**src/rtl/beta_pkg.sv**
```systemverilog
// beta_pkg: shared encodings for the BETA control sequencer
// Holds the OPCLASS, PCSEL, WDSEL and TRAP_CAUSE codes and the sequencer state type.
package beta_pkg;
  localparam logic [2:0] OP_ALU = 3'd0;
  localparam logic [2:0] OP_LD  = 3'd1;
  localparam logic [2:0] OP_ST  = 3'd2;
  localparam logic [2:0] OP_LDR = 3'd3;
  localparam logic [2:0] OP_BEQ = 3'd4;
  localparam logic [2:0] OP_BNE = 3'd5;
  localparam logic [2:0] OP_JMP = 3'd6;
  localparam logic [2:0] OP_ILL = 3'd7;

  localparam logic [2:0] PCSEL_INC    = 3'd0;
  localparam logic [2:0] PCSEL_OFFSET = 3'd1;
  localparam logic [2:0] PCSEL_JT     = 3'd2;
  localparam logic [2:0] PCSEL_ILLOP  = 3'd3;
  localparam logic [2:0] PCSEL_XADR   = 3'd4;

  localparam logic [1:0] WDSEL_PCINC = 2'd0;
  localparam logic [1:0] WDSEL_ALU   = 2'd1;
  localparam logic [1:0] WDSEL_MEM   = 2'd2;

  localparam logic [1:0] CAUSE_NONE   = 2'd0;
  localparam logic [1:0] CAUSE_ILLOP  = 2'd1;
  localparam logic [1:0] CAUSE_BUSERR = 2'd2;
  localparam logic [1:0] CAUSE_IRQ    = 2'd3;

  typedef enum logic [2:0] {S_FETCH, S_EXEC, S_MEM, S_WB, S_TRAP, S_IRQ} state_t;
endpackage

```
**src/rtl/beta_irq_latch.sv**
```systemverilog
// beta_irq_latch: interrupt rising-edge capture with a sticky pending flag
// Ports: i_clk clock; i_rst_n async active-low reset; i_irq level request;
// i_clr clears pending (a new edge in the same cycle wins); o_pend pending flag.
module beta_irq_latch (
  input  logic i_clk,
  input  logic i_rst_n,
  input  logic i_irq,
  input  logic i_clr,
  output logic o_pend
);
  logic r_irq_d, r_pend;
  always_ff @(posedge i_clk or negedge i_rst_n)
    if (!i_rst_n) begin
      r_irq_d <= 1'b0;
      r_pend  <= 1'b0;
    end else begin
      r_irq_d <= i_irq;
      r_pend  <= (i_irq && !r_irq_d) || (r_pend && !i_clr);
    end
  assign o_pend = r_pend;
endmodule

```
**src/rtl/beta_pc_sequencer.sv**
```systemverilog
// beta_pc_sequencer: multi-cycle fetch/exec/mem/writeback control FSM for the BETA core
// Ports: CLK, RESET_N (async active-low); OPCLASS, Z, PC31 decode/status inputs; IRQ external
// interrupt; IMEM_RDY, DMEM_RDY memory handshakes; PCSEL, PC_EN PC-unit control; IR_LD,
// IMEM_REQ fetch; DMEM_REQ, DMEM_WE data access; WERF, WASEL, WDSEL register-file write;
// TRAP_CAUSE cause of last trap; INSTR_CNT retired-instruction count.
module beta_pc_sequencer
  import beta_pkg::*;
#(
  parameter int TIMEOUT = 255,
  parameter int TO_W    = 8
) (
  input  logic        CLK,
  input  logic        RESET_N,
  input  logic [2:0]  OPCLASS,
  input  logic        Z,
  input  logic        PC31,
  input  logic        IRQ,
  input  logic        IMEM_RDY,
  input  logic        DMEM_RDY,
  output logic [2:0]  PCSEL,
  output logic        PC_EN,
  output logic        IR_LD,
  output logic        IMEM_REQ,
  output logic        DMEM_REQ,
  output logic        DMEM_WE,
  output logic        WERF,
  output logic        WASEL,
  output logic [1:0]  WDSEL,
  output logic [1:0]  TRAP_CAUSE,
  output logic [31:0] INSTR_CNT
);
  state_t          r_state, w_nxt;
  logic [2:0]      r_op, w_op, r_pcsel, w_wb_pcsel;
  logic            r_z, w_z, w_pend, w_clr, w_wait, w_rdy, w_to, w_wb_werf;
  logic            r_pc_en, r_imem_req, r_dmem_req, r_dmem_we, r_werf, r_wasel;
  logic [1:0]      r_wdsel, r_cause, w_wb_wdsel;
  logic [TO_W-1:0] r_to;
  logic [31:0]     r_cnt;

  assign w_clr = r_state == S_IRQ;

  beta_irq_latch u_irq (
    .i_clk  (CLK),
    .i_rst_n(RESET_N),
    .i_irq  (IRQ),
    .i_clr  (w_clr),
    .o_pend (w_pend)
  );

  // The first FETCH cycle after reset has no request on the bus yet, so a ready
  // there is ignored; waiting and loading only count once the request is up.
  assign w_wait = (r_state == S_FETCH && r_imem_req) || r_state == S_MEM;
  assign w_rdy  = r_state == S_FETCH ? IMEM_RDY : DMEM_RDY;
  assign w_to   = TIMEOUT != 0 && w_wait && !w_rdy && r_to == TO_W'(TIMEOUT - 1);

  // OPCLASS and Z are only valid in EXEC; later states use the captured copies.
  assign w_op = r_state == S_EXEC ? OPCLASS : r_op;
  assign w_z  = r_state == S_EXEC ? Z : r_z;

  assign w_wb_pcsel = w_op == OP_JMP ? PCSEL_JT :
                      w_op == OP_BEQ ? (w_z ? PCSEL_OFFSET : PCSEL_INC) :
                      w_op == OP_BNE ? (w_z ? PCSEL_INC : PCSEL_OFFSET) : PCSEL_INC;
  assign w_wb_werf  = w_op != OP_ST;
  assign w_wb_wdsel = w_op == OP_ALU ? WDSEL_ALU :
                      (w_op == OP_LD || w_op == OP_LDR) ? WDSEL_MEM : WDSEL_PCINC;

  always_comb begin
    w_nxt = S_FETCH;
    case (r_state)
      S_FETCH: w_nxt = w_to ? S_TRAP : (r_imem_req && IMEM_RDY) ? S_EXEC : S_FETCH;
      S_EXEC:  w_nxt = OPCLASS == OP_ILL ? S_TRAP :
                       (OPCLASS inside {OP_LD, OP_ST, OP_LDR}) ? S_MEM : S_WB;
      S_MEM:   w_nxt = w_to ? S_TRAP : DMEM_RDY ? S_WB : S_MEM;
      S_WB:    w_nxt = (w_pend && !PC31) ? S_IRQ : S_FETCH;
      default: w_nxt = S_FETCH;
    endcase
  end

  // Outputs are registered from the next state so each state's controls are
  // valid for the whole cycle spent in it.
  always_ff @(posedge CLK or negedge RESET_N)
    if (!RESET_N) begin
      r_state    <= S_FETCH;
      r_op       <= OP_ALU;
      r_z        <= 1'b0;
      r_to       <= '0;
      r_pcsel    <= PCSEL_INC;
      r_pc_en    <= 1'b0;
      r_imem_req <= 1'b0;
      r_dmem_req <= 1'b0;
      r_dmem_we  <= 1'b0;
      r_werf     <= 1'b0;
      r_wasel    <= 1'b0;
      r_wdsel    <= WDSEL_PCINC;
      r_cause    <= CAUSE_NONE;
      r_cnt      <= '0;
    end else begin
      r_state    <= w_nxt;
      r_op       <= w_op;
      r_z        <= w_z;
      r_to       <= w_nxt != r_state ? '0 : (w_wait && r_to != '1) ? r_to + TO_W'(1) : r_to;
      r_pcsel    <= w_nxt == S_WB ? w_wb_pcsel : w_nxt == S_TRAP ? PCSEL_ILLOP :
                    w_nxt == S_IRQ ? PCSEL_XADR : PCSEL_INC;
      r_pc_en    <= w_nxt inside {S_WB, S_TRAP, S_IRQ};
      r_imem_req <= w_nxt == S_FETCH;
      r_dmem_req <= w_nxt == S_MEM;
      r_dmem_we  <= w_nxt == S_MEM && w_op == OP_ST;
      r_werf     <= (w_nxt == S_WB && w_wb_werf) || w_nxt == S_TRAP || w_nxt == S_IRQ;
      r_wasel    <= w_nxt == S_TRAP || w_nxt == S_IRQ;
      r_wdsel    <= w_nxt == S_WB ? w_wb_wdsel : WDSEL_PCINC;
      r_cause    <= w_nxt == S_TRAP ? (r_state == S_EXEC ? CAUSE_ILLOP : CAUSE_BUSERR) :
                    w_nxt == S_IRQ ? CAUSE_IRQ : r_cause;
      r_cnt      <= r_state == S_WB ? r_cnt + 32'd1 : r_cnt;
    end

  assign PCSEL      = r_pcsel;
  assign PC_EN      = r_pc_en;
  assign IR_LD      = IMEM_RDY && r_imem_req;
  assign IMEM_REQ   = r_imem_req;
  assign DMEM_REQ   = r_dmem_req;
  assign DMEM_WE    = r_dmem_we;
  assign WERF       = r_werf;
  assign WASEL      = r_wasel;
  assign WDSEL      = r_wdsel;
  assign TRAP_CAUSE = r_cause;
  assign INSTR_CNT  = r_cnt;
endmodule

```
**config.mk**
```make
export PLATFORM = sky130hd
export DESIGN_NAME = beta_pc_sequencer
export DESIGN_NICKNAME = d
export VERILOG_FILES = /design/src/rtl/beta_pkg.sv /design/src/rtl/beta_irq_latch.sv /design/src/rtl/beta_pc_sequencer.sv
export SDC_FILE = /design/constraint.sdc
export NUM_CORES = 1
export LEC_CHECK = 0
export ABC_AREA = 1
export CAP_MARGIN = 20
export CORE_UTILIZATION = 53
export DETAILED_ROUTE_END_ITERATION = 12
export GPL_ROUTABILITY_DRIVEN = 0
export PLACE_DENSITY = 0.84
export SETUP_SLACK_MARGIN = 0.3
export SLEW_MARGIN = 20
export SYNTH_ARGS = -nofsm -noshare
export SYNTH_HDL_FRONTEND = slang
export SYNTH_SLANG_ARGS = --single-unit
```
**constraint.sdc**
```tcl
create_clock -name CLK -period 2.06 [get_ports CLK]
set_input_delay 0.515 -clock CLK [delete_from_list [all_inputs] [get_ports CLK]]
set_output_delay 0.515 -clock CLK [all_outputs]
set_load 0.01 [all_outputs]
```
# After elaboration in Yosys (flattened, before gate mapping)
# Index checks and enable logic that the tools add are counted.
# word_totals
ff_bits,62
input_bits,10
out_inout_bits,46
# classes
reduce_logical,27
add_sub_neg,2
n_mux,27
eq_ne,22
# op_table
operator,n
32-bit by 1-bit adder with 32-bit output (second input constant),1
3-bit by 2-bit == test with 1-bit output (second input constant),8
3-bit two-way mux,8
3-bit == test (second input constant),7
8-bit two-way mux,2
2-bit two-way mux,7
3-bit one-hot mux with 4 select lines,1
1-bit logical AND,10
3-bit by 1-bit == test with 1-bit output (second input constant),3
3-bit logical NOT,3
1-bit two-way mux,9
8-bit by 1-bit adder with 8-bit output (second input constant),1
8-bit == test (second input constant),1
8-bit inequality test (second input constant),1
1-bit logical OR,6
3-bit nonzero test,2
1-bit logical NOT,4
2-bit nonzero test,2
3-bit by 2-bit inequality test with 1-bit output (second input constant),1
3-bit inequality test,1

# Depth between registers and ports, before layout
# logic_depth
depth_word,11
depth_mapped,11
ltp_nobuf,11

# Cells and area by module
# A second synthesis with hierarchy kept.
# unflattened
hier_cells,431
hier_area_um2,3359.5
# modules_own_cells
module,cells_per_inst,instances,area_per_inst_um2,seq_area_each_um2
beta_pc_sequencer,424,1,3290.7,1501.4
beta_irq_latch,7,1,68.8,50.0

# Least setup slack after synthesis
# OpenSTA, ideal clock, no wires.
# synth_timing
path_kind,register -> register
from,"register r_cnt[0], in the netlist INSTR_CNT[0]"
to,"register r_cnt[18], in the netlist INSTR_CNT[18]"
path_stages_with_launch,11
required_time_ps,1940
period_less_slack_ps,1594
arrival_ps,1473
setup_slack_ps,466
path_cell_list,dfrtp_1 ha_1 inv_1 nor2_1 nand2_2 nor2_4 nand2_2 nor2_2 nand2_1 o21ai_1 nand2_1
# synth_between
elab_chain_cells,1
# synth_rtl
item,line,rtl
from (decl),beta_pc_sequencer.sv:38,logic [31:0] r_cnt;
from (signal assigned),beta_pc_sequencer.sv:113,r_cnt <= r_state == S_WB ? r_cnt + 32'd1 : r_cnt;
32-bit by 1-bit adder with 32-bit output,beta_pc_sequencer.sv:113,
# No other way between the ends.
# A chain may end at the register's enable or synchronous reset.

# Worst setup path in the final report
# layout_timing
from,"register r_pcsel[2], in the netlist PCSEL[2]"
to,output port PCSEL[2]
# layout_rtl
item,line,rtl
from (decl),beta_pc_sequencer.sv:33,"logic [2:0] r_op, w_op, r_pcsel, w_wb_pcsel;"
from (signal assigned),beta_pc_sequencer.sv:102,r_pcsel <= w_nxt == S_WB ? w_wb_pcsel : w_nxt == S_TRAP ? PCSEL_ILLOP :
to (decl),beta_pc_sequencer.sv:20,"output logic [2:0] PCSEL,"
# No word-level cell between the ends.

==> summary.md <==
| Metric | Value |
|---|---|
| Outcome | complete, no violations |
| Area delta synth->final | 34.7% |
| Fill count | 429 |
| Final Setup Violations | 0 |
| Async S/R FF share, synth | 100% |
| Multiplexer share of the synthesized area | 0% |
| Clk Latency, worst-skew pair | 0.35 ns |
| Num CTS Buffers | 9 |
| CTS tree | done |
| Routed wl met3 | 403 um |
| Pin count of the biggest net entering global routing | 63 |
| Clock Tree Root | clkbuf_8 |
| FF-to-FF setup slack | 0.37 ns |
| Reg2Reg Launch Point | r_state[0]$_DFF_PN0_ |
| Die X | 81.6 um |
| Port Buffers | 55 |
| DRC violation count after routing | 0 |
| Post-synth EDFFs | 0 |
| Layout Skew | 0.00660 ns |
| R2r endpoint | INSTR_CNT[17]$_DFFE_PN0N_ |
| Worst hold slack | 0.156 ns |
| Drt first pass iters | 5 |
| Net Count, Synth | 446 |
| CP Class | reg2out |
| Core area | 6030 um^2 |
| Slew HR | 76.1% |
| Worst EP arrival | 1.21 ns |
| WP data required | 1.54 ns |
| Total power | 4490 uW |
| Min Tclk post-route | 1.72 ns |
| Xor/xnor share of the synthesized area | 6.78% |
| Worst setup SP type | register |
| Die ar. | 6660 um^2 |
| Max stage delay on crit path | 0.53 ns |
| Critical Path End Type | output pin |
| Post-synthesis simple-gate area fraction | 37.2% |
| Antenna-violating nets left | 0 |
| Initial antenna violation count | 0 |
| Synth Area in Compound Gates | 2.35% |
| #FFs+latches synth | 62 |
| Placed insts | 564 |
| CP Cell Sequence | clkdlybuf4s50_1 |
| Cell taking the most area after synthesis | dfrtp_1 |
| Initial DRC Count | 236 |
| Fmax | 580 MHz |
| Grt total ovfl | 0 |
| CTS H-Tree Depth | 3 |
| # rows | 28 |
| Critical Path Fanout Max | 1 |
| Synthesized area | 3360 um^2 |
| Routed length per placed instance | 12.9 um |
| Clock-pin slew on the worst setup and hold paths | 0.07 ns |
| Share of layout cells above drive strength 1 | 16.9% |
| Peak VDD IR | 0.000755 V |
| Worst reg-to-reg path cell count | 9 |
| Met1 WL | 3.14 mm |
| Worst Hold Class | in2async |
| Vias/cell | 5.18 |
| Syn. warnings | 0 |
| Most instantiated cells after synthesis | nand2_1 (140), dfrtp_1 (62), nor2_1 (59) |
| Mapped Avg Cell Area | 7.76 um^2 |
| Vias post-DR | 3,122 |
| Final Hold Viols | 0 |
| Adder-cell share of the synthesized area | 1.12% |
| Number of global-route vias before repair | 3,025 |
| Area fraction of the dominant cell type after synthesis | 46.2% |
| Top_reg_cell synth | dfrtp_1 |
| Top-count cell post-synth | nand2_1 |
| Worst slew pin tran | 0.358 ns |
| Critical path buffer and inverter count | 1 |
| Syn Inst Count | 433 |
| CTS Sinks | 62 |
| Slowest-stage cell, CP | clkdlybuf4s50_1 |
| Seq/Total Area, Yosys | 46.2% |
| # hold bufs at CTS | 0 |
| First-pass GRT wire length | 12.7 mm |
| DP Wirelength | 5.38 mm |
| Static Leak | 0.00255 uW |
| Fin. max-slew vios | 0 |
| # diodes | 0 |
| Unrepaired setup endpoints after global routing | true |
| Final net count | 536 |
| Metal2 WL | 4.06 mm |
| Die H | 81.6 um |
| Largest delay share family, worst path | buffers and inverters |
| Pwr/cell area | 991 nW/um^2 |
| Uppermost layer routed | met4 |
| Gr usage total | 25.5% |
| Yosys cell types | 29 |
| Fin crit share | 83.7% |
| Largest cells by area after synthesis | dfrtp_1 (46%), nand2_1 (16%), nor2_1 (6.6%) |
| Initial Util | 55.8% |
| Post-Route WL | 7.81 mm |
| Largest family of logic cells by synthesized area | simple AND/OR/NAND/NOR gates |
| Clock Path Buffers | 2 |
| IO Pins | 56 |
| Layout Cells excl Fill | 603 |
| MaxCap Viol Count | 0 |
[final cells by class]
class | count | area [um^2] | area share [%]
multi-input combinational | 315 | 1630 | 36.0
sequential | 62 | 1560 | 34.5
timing repair buffer | 81 | 767 | 16.9
inverter | 54 | 205 | 4.53
clock buffer | 10 | 138 | 3.04
clock inverter | 6 | 133 | 2.93
tap | 75 | 93.8 | 2.07
[power breakdown]
part / switching (uW) / internal (uW)
Combinational: 901 / 563
Clock: 505 / 957
Sequential: 151 / 1410
Total: 1560 / 2930
[per-stage QoR]
step	setup WS (ns)	TNS (ns)	instance area (um^2)	utilization (%)
3_3_place_gp	-0.0897	-0.0897	4020	66.8
5_1_grt	0.225	0	4530	75.1
2_1_floorplan	0.466	0	3360	-
6_report	0.336	0	4530	75.1
3_5_place_dp	-0.0937	-0.0937	4020	66.8
4_1_cts	0.203	0	4430	73.5
[registers in the layout, indices dropped and copies added, names as in the netlist, 2 cells and up]
signal / count
INSTR_CNT: 32
TRAP_CAUSE: 2
WDSEL: 2
r_state: 3
r_to: 8
r_op: 3
PCSEL: 3
[cells by family after synthesis]
| logic type | after synthesis |
|---|---|
| flops | 62 |
| fa+ha+maj | 3 |
| compound gates | 14 |
| buf+inv | 56 |
| simple gates | 272 |
| xor+xnor | 26 |
[layout by cell type (no fill, tap or decap), types with 2 or more instances in the layout]
master,instances
xor2_1,18
o21ai_1,4
nand2_1,139
nand2_2,11
clkdlybuf4s50_1,11
o21ai_0,4
nor2_2,7
buf_4,25
dfrtp_2,8
dlygate4sd2_1,23
nor3_2,2
nor2_1,56
bufinv_16,4
buf_2,2
nand3_4,2
ha_1,2
a21oi_1,3
dlymetal6s2s_1,19
clkbuf_8,10
nand3_1,21
nor2_4,7
inv_1,52
nand4_1,13
dfrtp_1,54
nand3b_1,4
xnor2_1,8
nor3_1,6
[repair_timing]
item	4_1_cts	5_1_grt
hold endpoints to repair	0	0
resized for setup	32	33
buffers inserted	21	2
pin swaps	0	1
endpoints found under the setup margin	39	44
[layer usage]
layer / vias up / GRT usage (%)
li1: 1526 / -
met3: 16 / 5.89
met2: 94 / 46.2
met4: 0 / 11.1
met5: - / 0
met1: 1486 / 28.5
[worst max-delay path by stage]
stage	from	slack (ns)	endpoint	cells past startpoint
after floorplan	INSTR_CNT[0]$_DFFE_PN0N_	0.47	INSTR_CNT[18]$_DFFE_PN0N_	10
after global placement	IMEM_RDY	-0.09	IR_LD	4
after detailed placement	IMEM_RDY	-0.09	IR_LD	4
after CTS	IMEM_RDY	0.20	IR_LD	4
after global routing	INSTR_CNT[0]$_DFFE_PN0N_	0.23	INSTR_CNT[17]$_DFFE_PN0N_	10
final	PCSEL[2]$_DFF_PN0_	0.34	PCSEL[2]	1
[worst reg2reg max path: stages, from the launching register on]
cell,delay (ns)
dfrtp_2,0.50
nand2_2,0.10
nor2_4,0.16
nand2_2,0.13
nor2_2,0.14
nand2_2,0.10
nor2_4,0.13
nand2_1,0.10
o21ai_1,0.15
nand2_1,0.07
Note: power is estimated with default switching activity, not from simulation.
